**src/rtl/seg16_readback.sv**
```systemverilog
// Decodes a snapshot of the four active-low 16-segment digit words back to ASCII; optional CR/LF frame trailer under SEG16_READBACK_CRLF_EN.
// Latency: snap at posedge N gives ascii_valid after posedge N+2; sustained rate is one byte per 2 cycles.
// Backpressure: each byte holds on ascii_out/ascii_valid/last until accepted; snaps while busy are dropped and counted in overrun.
module seg16_readback #(
    parameter int          OVR_W        = 8,
    parameter logic [7:0]  UNKNOWN_CHAR = 8'h3F
) (
    input  logic             clk,
    input  logic             rst_n,
    input  logic [15:0]      LEDa,
    input  logic [15:0]      LEDb,
    input  logic [15:0]      LEDc,
    input  logic [15:0]      LEDd,
    input  logic             snap,
    output logic [7:0]       ascii_out,
    output logic             ascii_valid,
    input  logic             ascii_ready,
    output logic             last,
    output logic             busy,
    output logic [OVR_W-1:0] overrun
);

`ifdef SEG16_READBACK_CRLF_EN
    localparam int               IDX_W    = 3;
    localparam logic [IDX_W-1:0] LAST_IDX = 3'd5;
`else
    localparam int               IDX_W    = 2;
    localparam logic [IDX_W-1:0] LAST_IDX = 2'd3;
`endif

    typedef enum logic [1:0] {
        IDLE = 2'd0,
        CAPT = 2'd1,
        EMIT = 2'd2,
        WAIT = 2'd3
    } state_t;

    state_t           state;
    logic [IDX_W-1:0] idx;
    logic [15:0]      cap   [4];
    logic [15:0]      led_q [4];
    logic             snap_q;
    logic             fin_q;
    logic [7:0]       next_byte;

    function automatic logic [7:0] seg_decode(input logic [15:0] w);
        logic [7:0] c;
        case (w)
            16'hFFFF: c = 8'h20;
            16'hF17D: c = 8'h61;
            16'hEDFA: c = 8'h77;
            16'h767D: c = 8'h73;
            16'hFC7D: c = 8'h68;
            16'hF57E: c = 8'h65;
            16'h0000: c = 8'h2A;
            default:  c = UNKNOWN_CHAR;
        endcase
        return c;
    endfunction

    always_comb begin
        next_byte = seg_decode(cap[idx[1:0]]);
`ifdef SEG16_READBACK_CRLF_EN
        if (idx == 3'd4) begin
            next_byte = 8'h0D;
        end else if (idx == 3'd5) begin
            next_byte = 8'h0A;
        end
`endif
    end

    // snap and the LED buses are retimed together, so the captured words
    // are the ones present on the edge where snap was seen.
    always_ff @(posedge clk or negedge rst_n) begin
        if (!rst_n) begin
            state       <= IDLE;
            idx         <= '0;
            ascii_out   <= 8'h00;
            ascii_valid <= 1'b0;
            last        <= 1'b0;
            busy        <= 1'b0;
            overrun     <= '0;
            snap_q      <= 1'b0;
            fin_q       <= 1'b0;
            for (int i = 0; i < 4; i++) begin
                cap[i]   <= 16'hFFFF;
                led_q[i] <= 16'hFFFF;
            end
        end else begin
            snap_q   <= snap;
            led_q[0] <= LEDa;
            led_q[1] <= LEDb;
            led_q[2] <= LEDc;
            led_q[3] <= LEDd;
            fin_q    <= 1'b0;

            // fin_q marks a snap that arrived with the final handshake
            if (snap_q && (state != IDLE || fin_q) && overrun != '1) begin
                overrun <= overrun + 1'b1;
            end

            case (state)
                IDLE: begin
                    if (snap_q && !fin_q) begin
                        for (int i = 0; i < 4; i++) begin
                            cap[i] <= led_q[i];
                        end
                        idx   <= '0;
                        busy  <= 1'b1;
                        state <= CAPT;
                    end
                end
                CAPT: begin
                    ascii_out   <= next_byte;
                    ascii_valid <= 1'b1;
                    last        <= (idx == LAST_IDX);
                    state       <= EMIT;
                end
                EMIT: begin
                    if (ascii_ready) begin
                        ascii_valid <= 1'b0;
                        if (last) begin
                            last  <= 1'b0;
                            busy  <= 1'b0;
                            fin_q <= 1'b1;
                            state <= IDLE;
                        end else begin
                            idx   <= idx + 1'b1;
                            state <= CAPT;
                        end
                    end
                end
                default: state <= IDLE;
            endcase
        end
    end

endmodule

```
**config.mk**
```make
export PLATFORM = sky130hd
export DESIGN_NAME = seg16_readback
export DESIGN_NICKNAME = d
export VERILOG_FILES = /design/src/rtl/seg16_readback.sv
export SDC_FILE = /design/constraint.sdc
export NUM_CORES = 1
export LEC_CHECK = 0
export BUFFER_PORTS_ARGS = -buffer_cell sky130_fd_sc_hd__buf_2
export CORE_ASPECT_RATIO = 1.4
export CORE_MARGIN = 8
export CORE_UTILIZATION = 35
export CTS_BUF_LIST = sky130_fd_sc_hd__clkbuf_16
export DETAILED_ROUTE_END_ITERATION = 7
export GPL_TIMING_DRIVEN = 1
export SKIP_LAST_GASP = 1
export SLEW_MARGIN = 15
export SYNTH_ARGS = -nofsm -noshare
export SYNTH_HDL_FRONTEND = slang
export SYNTH_SLANG_ARGS = --single-unit
```
**constraint.sdc**
```tcl
create_clock -name clk -period 6.6 [get_ports clk]
set_clock_uncertainty 0.1 [all_clocks]
set_input_delay 0.33 -clock clk [delete_from_list [all_inputs] [get_ports clk]]
set_output_delay 0.33 -clock clk [all_outputs]
set_load 0.02 [all_outputs]
```
==> results of run 1 <==
## synth_stat cells (all sizes together), types with 2 or more instances
library cell  count
or2               2
o21ai             5
xnor2             4
o21a              2
ha                2
a31oi             4
or4               3
nor4bb            2
nand3             6
nand2            15
dfstp           128
a21oi             3
clkbuf            9
nor4              3
inv               8
mux2             65
nand4             7
nor2             11
xor2              3
mux4             16
and3              2
nor3              3
dfrtp            24
buf               5
nor2b             2
## area by class of cell
class                   instances  area (um2)  share of cell area
flip-flops and latches        152        3960               0.519
well taps                     199         249              0.0326
repair buffers                154        1110               0.146
inverters                       8        30.0             0.00393
clock inverters                13         143              0.0187
multi-input cells             172        1690               0.221
clock buffers                  18         450              0.0590
## routing by layer
metal / part of all wire / vias to the layer above / track usage / wire length (um)
met1: 0.41 / 1732 / 0.128 / 4880
met3: 0.032 / 22 / 0.0288 / 374
met2: 0.53 / 78 / 0.206 / 6270
met5: 0 / - / 0 / 0
met4: 0.026 / 0 / 0.0704 / 312
li1: - / 1567 / - / -
## through the flow
| step | power [uW] | hold slack, ps | utilization | std cells |
|---|---|---|---|---|
| final | 3430 | 79.0 | 0.472 | 716 |
| after global routing | 3630 | 80.8 | 0.472 | 716 |
| after CTS | 3480 | 58.4 | 0.472 | 716 |
| after detailed placement | 2470 | 336 | 0.395 | 619 |
| after global placement | 2420 | 324 | 0.395 | 619 |
| after floorplan | 2210 | -65.6 | - | 346 |
## flip-flops by register name, indices dropped and copies added, names as in the netlist
register	count
overrun	8
idx	2
busy	1
state	2
snap_q	1
last	1
fin_q	1
cap	64
led_q	64
ascii_valid	1
ascii_out	7
## power by group through the flow
stage / Combinational, uW / Clock (uW) / Sequential (uW)
after floorplan: 696 / 0 / 1510
after global placement: 837 / 0 / 1580
after detailed placement: 885 / 0 / 1580
after CTS: 918 / 989 / 1570
after global routing: 994 / 1030 / 1610
final: 909 / 961 / 1560
## critical path, stage by stage (launching register included)
cell and delay (ps):
dfrtp_1 1010, mux4_1 700, or4_1 510, nor2_1 100, nand4_1 220, nand4_1 230
a41oi_2 120
## cell families (layout without fill, tap and decap cells)
group / count (synthesis) / count (layout) / synth area share
muxes: 81 / 81 / 0.195
buffers and inverters: 22 / 193 / 0.0196
xor gates and xnor gates: 7 / 7 / 0.0106
AOI/OAI and AO/OA: 21 / 21 / 0.0252
and+or+nand+nor: 60 / 60 / 0.0563
other: 1 / 1 / 0.000651
adders and majority gates: 2 / 2 / 0.00435
DFF: 152 / 152 / 0.688
## final timing paths
path / depth (start not counted) / endpoint / slack, ps
setup reg to reg: 6 / ascii_out[1] / 3470
hold reg to reg: 1 / ascii_out[5] / 380
min in group asynchronous: 2 / ascii_out[5] / 440
max in group asynchronous: 3 / cap[12] / 4760
setup / recovery: 6 / ascii_out[1] / 3470
hold / removal: 2 / state[1] / 80
==> results.yml, run 1 <==
run:
  drv_cap: 0
cells_and_area:
  drive_gt1_frac: 0.629
  finalInstanceArea_um2: 7640
  mostFrequentLayoutCells: "dfstp_2 (128), buf_2 (84), dlygate4sd3_1 (66)"
  area_growth_pct: 32.7
  final_common_cell: "dfstp_2"
  diodes: 0
  nets: 575
  fillers: 1373
drt:
  drt_iter0_drc: 149
  dr.pass1.iters: 4
  ant_nets: 0
  drc: 0
  avgViaCountPerCell: 4.75
  vias: 3399
  wl_per_cell_um: 16.5
  routed_wl_mm: 11.8
synth:
  synth_area_per_cell_um2: 16.6
  synth_edf_count: 0
  yosys_most_used_dff: "dfstp_2"
  async_flop_share: 1.00
  yosysWarnings: 0
  syn_inst: 346
  synth_area_um2: 5760
  synth_top_cell_by_area: "dfstp_2"
  synth.yosys.seq_area_share: 0.688
  synth_top_area_frac: 0.584
  syn_nets: 416
  yosys-top-cells-area: "dfstp_2 (58%), mux2_2 (13%), dfrtp_1 (10%)"
  synth_cell_type_count: 44
  ys_ff_latch: 152
cts:
  htreeDepth: 4
  clkSinkCount: 152
  clk_pin_slew_ps: 60
  clockBufferDepth: 2
  root_buffer: "clkbuf_16"
  post_cts_resize_count: 0
  hold_buffers: 66
  cts_tree: "done"
  post-cts-setup-buffers: 0
  cts_made_buffers: 17
  worstSkewPairLatency_ps: 420
power:
  internal-power_uw: 2440
  pwr-share-seq: 0.455
  switching_share: 0.288
  combPwrFrac: 0.265
  p_leak_uw: 0.00314
  pwr-share-clk: 0.280
  power_density_nw_per_um2: 449
  ir_drop_uv: 189
  p_switching_uw: 988
hold_path:
  hp-start: "ascii_ready"
  hold_path.class: "primary input to flip-flop"
placement:
  numPortBuffers: 85
  hpwl_mm: 8.12
  place.gp.congestion: 0.815
  place_ws_ps: 3470
  placed_cell_area_um2: 6380
timing:
  final-setup-viol-count: 0
  fmax_mhz: 319
  relSlewSlack: 0.326
  timing.final.ws_setup_ps: 3470
  final_max_slew_viol_count: 0
  finalCritPeriodShare: 0.475
  fin_crit_ps: 3130
  worstMarginPinSlew_ps: 1010
  finalHoldViolations: 0
  tns_ps: 0
  rsz0062_at_grt: "no"
worst_setup_path:
  worstSetupPathType: "flip-flop to flip-flop"
  crit_start: "idx[0]"
  startpoint_type: "flip-flop"
  r2r-start: "idx[0]"
  arrival_ps: 3320
  crit_fanout: 19
  cp-end-kind: "flip-flop"
  worstPathRequired_ps: 6790
global_route:
  grt_pass1_vias: 3839
  grt_usage: 0.119
  grt_pass1_wl_mm: 19.6
  overflow: 0
  antenna_found_initial: 0
  grt_start_max_net_pins: 89
floorplan:
  dieArea_um2: 20900
  start_util: 0.356
  core_area_um2: 16200
  chipWidth_um: 124
  io_pins: 87
  die_y_um: 168
  num_rows: 55
outcome:
  status: "finished clean"
Note: power is estimated with default switching activity, not from simulation.
==> inputs of run 2 (changes only) <==
==> constraint.sdc (replaced) <==
create_clock -name clk -period 2.81 [get_ports clk]
set_clock_uncertainty 0.1 [all_clocks]
set_input_delay 0.1405 -clock clk [delete_from_list [all_inputs] [get_ports clk]]
set_output_delay 0.1405 -clock clk [all_outputs]
set_load 0.02 [all_outputs]
==> results.yml, run 2 (same netlist as run 1, synthesis figures left out) <==
worst_setup_path:
  worstPathRequired_ps: 2990
  worst-r2r-cell-count: 7
  startpoint_type: "flip-flop"
  r2r-end: "ascii_out[1]"
  r2r-start: "idx[0]"
  r2r_setup_slack_ps: 180
  worstPathCellList: "buf_12 -> mux4_1 -> or4_1 -> nor2_1 -> nand4_1 -> nand4_1 -> a41oi_2"
  slowest_delay_ps: 600
  cp-end-kind: "flip-flop"
  worstSetupPathType: "flip-flop to flip-flop"
  crit_fanout: 17
  critPathMostFrequentCell: "nand4_1"
  cp_num_buf_inv: 1
  crit_family: "simple AND/OR/NAND/NOR gates"
  crit_start: "idx[0]"
  arrival_ps: 2810
  crit_path_end: "ascii_out[1]"
  worst-path-stages: 7
  critPathSlowestCell: "mux4_1"
cells_and_area:
  finalInstanceArea_um2: 7720
  reg_top3: "cap x64, led_q x64, overrun x8"
  final_common_cell: "dfstp_2"
  drive_gt1_frac: 0.632
  diodes: 0
  mostFrequentLayoutCells: "dfstp_2 (128), buf_2 (84), dlygate4sd3_1 (67)"
  nets: 579
  area_growth_pct: 34.1
  fin_util: 0.478
drt:
  drt_iter0_drc: 160
  avgViaCountPerCell: 4.69
  routed_wl_mm: 11.6
  wl_per_cell_um: 16.1
  dr.pass1.iters: 4
  ant_nets: 0
  drc: 0
  vias: 3382
run:
  drv_cap: 0
cts:
  clockBufferDepth: 2
  htreeDepth: 4
  clkSinkCount: 152
  worstSkewPairLatency_ps: 420
  cts_tree: "done"
  clk_pin_slew_ps: 60
  cts_made_buffers: 17
  root_buffer: "clkbuf_16"
power:
  power_uw: 8130
  pwr-share-seq: 0.448
  power_density_nw_per_um2: 1050
  p_switching_uw: 2370
  switching_share: 0.291
  pwr-share-clk: 0.283
  ir_drop_uv: 598
  internal-power_uw: 5770
  combPwrFrac: 0.269
  p_leak_uw: 0.00317
placement:
  place.gp.congestion: 0.817
  placed_cell_area_um2: 6440
  hpwl_mm: 8.05
  numPortBuffers: 85
timing:
  final-setup-viol-count: 0
  tns_ps: 0
  fmax_mhz: 381
  worstMarginPinSlew_ps: 603
  final_max_slew_viol_count: 0
  fin_crit_ps: 2630
  finalCritPeriodShare: 0.935
  rsz0062_at_grt: "no"
  relSlewSlack: 0.598
  finalHoldViolations: 0
outcome:
  status: "finished clean"
floorplan:
  core_area_um2: 16200
  io_pins: 87
  num_rows: 55
  die_y_um: 168
  dieArea_um2: 20900
  start_util: 0.356
  chipWidth_um: 124
global_route:
  grt_pass1_vias: 3810
  overflow: 0
  grt_pass1_wl_mm: 19.5
  antenna_found_initial: 0
  grt_start_max_net_pins: 66
  grt_usage: 0.118
hold_path:
  hold_path.class: "primary input to asynchronous set/reset pin"
-- run 2: changes by cell type in the layout (fill, tap and decap cells not counted), moves of 2 or more --
cell      change
inv_6         +2
buf_12        +3
inv_8         +3
clkinv_2      -4
-- run 2: power by group through the flow --
| stage | registers [uW] | clock network, uW | logic, uW |
|---|---|---|---|
| global route | 3740 | 2470 | 2400 |
| finish | 3640 | 2300 | 2190 |
| detailed placement | 3690 | 0 | 2140 |
| global placement | 3690 | 0 | 2050 |
| CTS | 3660 | 2370 | 2220 |
| floorplan | 3550 | 0 | 1630 |
-- run 2: area by class of cell --
type                       instances  area, um2
tap                              199        249
inverter                           8       30.0
timing repair buffer             158       1180
sequential                       152       3970
multi-input combinational        172       1690
clock inverter                    15        181
fill                            1355       8450
clock buffer                      17        425
-- run 2: routing by layer --
layer	up-vias	share of wire	GRT usage
met5	-	0	0
met4	0	0.013	0.0478
met3	12	0.033	0.0332
met2	80	0.54	0.199
met1	1717	0.41	0.137
li1	1573	-	-
-- run 2: worst min path at each step --
| stage | end | slack [ps] | depth (start not counted) |
|---|---|---|---|
| finish | ascii_out[5] | 180 | 2 |
| global route | ascii_out[5] | 240 | 2 |
| CTS | ascii_out[5] | 190 | 2 |
| detailed placement | ascii_out[4] | 80 | 1 |
| global placement | ascii_out[5] | 60 | 1 |
| floorplan | ascii_out[0] | -260 | 0 |
-- run 2: worst reg2reg max path, delay by kind of cell, from the launching register on --
| family | cells | cell delay [ps] |
|---|---|---|
| AO/OA/AOI/OAI | 1 | 130 |
| buffers and inverters | 1 | 190 |
| flip-flops | 1 | 410 |
| multiplexers | 1 | 610 |
| AND/OR/NAND/NOR | 4 | 1050 |
-- run 2: timing repair --
item / CTS / global route
hold buffers: 67 / 0
resized for setup: 1 / 0
endpoints found under the setup margin: 1 / 1
pin swaps: 0 / 1
setup buffers: 0 / 1
cloned: 0 / 0
endpoints found under the hold margin: 117 / 0
-- run 2: through the flow --
stage / setup WS (ps) / hold slack [ps] / instances
3_3_place_gp: 193 / 62.4 / 621
3_5_place_dp: 17.6 / 78.1 / 621
2_1_floorplan: 458 / -255 / 346
6_report: 183 / 177 / 721
5_1_grt: 25.3 / 241 / 721
4_1_cts: 120 / 192 / 720
==> inputs of run 3 (changes only) <==
--- a/config.mk
+++ b/config.mk
@@ -5,12 +5,12 @@
 export SDC_FILE = /design/constraint.sdc
 export NUM_CORES = 1
 export LEC_CHECK = 0
-export BUFFER_PORTS_ARGS = -buffer_cell sky130_fd_sc_hd__buf_2
 export CORE_ASPECT_RATIO = 1.4
 export CORE_MARGIN = 8
 export CORE_UTILIZATION = 35
 export CTS_BUF_LIST = sky130_fd_sc_hd__clkbuf_16
 export DETAILED_ROUTE_END_ITERATION = 7
+export DONT_BUFFER_PORTS = 1
 export GPL_TIMING_DRIVEN = 1
 export SKIP_LAST_GASP = 1
 export SLEW_MARGIN = 15
==> results.yml, run 3 (same netlist as run 1, synthesis figures left out) <==
outcome:
  status: "finished, violations left"
  violations: "negative hold slack"
drt:
  ant_nets: 0
  avgViaCountPerCell: 4.89
  vias: 3090
  drt_iter0_drc: 199
  routed_wl_mm: 11.2
  wl_per_cell_um: 17.7
  drc: 0
  dr.pass1.iters: 4
power:
  internal-power_uw: 5720
  combPwrFrac: 0.241
  pwr-share-clk: 0.295
  power_uw: 8050
  p_leak_uw: 0.00283
  switching_share: 0.289
  p_switching_uw: 2320
  ir_drop_uv: 641
  pwr-share-seq: 0.464
  power_density_nw_per_um2: 1110
worst_setup_path:
  worstSetupPathType: "flip-flop to flip-flop"
  startpoint_type: "flip-flop"
  r2r_setup_slack_ps: 220
  r2r-start: "idx[0]"
  worst-r2r-cell-count: 7
  arrival_ps: 2780
  r2r-end: "ascii_out[1]"
  worstPathRequired_ps: 3000
  crit_fanout: 19
  cp-end-kind: "flip-flop"
cts:
  clkSinkCount: 152
  clk_pin_slew_ps: 70
  htreeDepth: 4
  root_buffer: "clkbuf_16"
  worstSkewPairLatency_ps: 420
  clockBufferDepth: 2
  cts_made_buffers: 17
  hold_buffers: 66
  cts_tree: "done"
run:
  drv_cap: 0
global_route:
  grt_start_max_net_pins: 153
  antenna_found_initial: 0
  overflow: 0
  grt_pass1_vias: 3511
  grt_usage: 0.116
  grt_pass1_wl_mm: 18.9
timing:
  worstMarginPinSlew_ps: 562
  holdWs_ps: -655
  fin_crit_ps: 2590
  rsz0062_at_grt: "no"
  final_max_slew_viol_count: 0
  timing.final.ws_setup_ps: 220
  relSlewSlack: 0.624
  tns_ps: 0
  finalCritPeriodShare: 0.922
  final-setup-viol-count: 0
  finalHoldViolations: 152
  fmax_mhz: 386
placement:
  place.gp.congestion: 0.880
  numPortBuffers: 0
  placed_cells: 534
  hpwl_mm: 7.55
  place_ws_ps: -3.09
cells_and_area:
  fin_cells: 632
  final_common_cell: "dfstp_2"
  area_growth_pct: 26.2
  nets: 490
  diodes: 0
  reg_top3: "cap x64, led_q x64, overrun x8"
  mostFrequentLayoutCells: "dfstp_2 (128), dlygate4sd3_1 (66), mux2_2 (65)"
  drive_gt1_frac: 0.559
floorplan:
  dieArea_um2: 20900
  core_area_um2: 16200
  io_pins: 87
  start_util: 0.356
  num_rows: 55
  die_y_um: 168
  chipWidth_um: 124
hold_path:
  hold_path.class: "primary input to asynchronous set/reset pin"
==> run 3: changes by cell type in the layout (fill, tap and decap cells not counted) <==
cell / before / now
buf_12: 3 / 2
dlygate4sd3_1: 67 / 66
clkinvlp_4: 2 / 0
buf_4: 3 / 1
buf_2: 84 / 0
inv_4: 0 / 1
clkinv_8: 0 / 1
buf_6: 1 / 0
inv_8: 4 / 2
inv_6: 5 / 6
clkbuf_16: 17 / 18
==> run 3: power groups by stage <==
stage / registers [uW] / logic (uW) / clock network [uW]
after detailed placement: 3790 / 1870 / 0
after global placement: 3780 / 1800 / 0
final: 3740 / 1940 / 2370
after floorplan: 3550 / 1630 / 0
after CTS: 3760 / 1960 / 2450
after global routing: 3840 / 2120 / 2540
==> run 3: worst max-delay path by stage <==
| stage | from | to |
|---|---|---|
| 6_report | idx[0] | ascii_out[1] |
| 5_1_grt | idx[0] | ascii_out[1] |
| 4_1_cts | idx[0] | ascii_out[1] |
| 3_5_place_dp | idx[1] | ascii_out[1] |
| 3_3_place_gp | idx[1] | ascii_out[1] |
| 2_1_floorplan | idx[0] | ascii_out[1] |
==> run 3: per-stage QoR <==
stage | area [um2] | utilization
2_1_floorplan | 5760 | -
3_3_place_gp | 5980 | 0.370
3_5_place_dp | 5980 | 0.370
4_1_cts | 7270 | 0.449
5_1_grt | 7270 | 0.449
6_report | 7270 | 0.449
==> run 3: layer usage <==
| metal | wire length (um) | share of wire | GRT usage |
|---|---|---|---|
| met1 | 4460 | 0.40 | 0.130 |
| met2 | 5910 | 0.53 | 0.191 |
| met3 | 567 | 0.051 | 0.0395 |
| met4 | 263 | 0.023 | 0.0604 |
| met5 | 0 | 0 | 0 |
==> run 3: worst max-delay path: stages, from the launching register on <==
cell and delay [ps]:
dfrtp_1 370, buf_12 190, mux4_1 600, or4_1 510, nor2_1 120, nand4_1 210, nand4_1 220, a41oi_2 130
==> run 3: area by class of cell <==
type                    count  area, um2
well taps                 199        249
clock inverters            14        175
fillers                  1413       8910
multi-input cells         172       1690
repair buffers             69        708
inverters                   8       30.0
flip-flops and latches    152       3970
clock buffers              18        450
==> run 3: timing repair <==
item / 4_1_cts / 5_1_grt
setup endpoints to repair: 1 / 0
endpoints found under the hold margin: 223 / 152
setup buffers: 0 / 0
gates resized for setup: 1 / 0
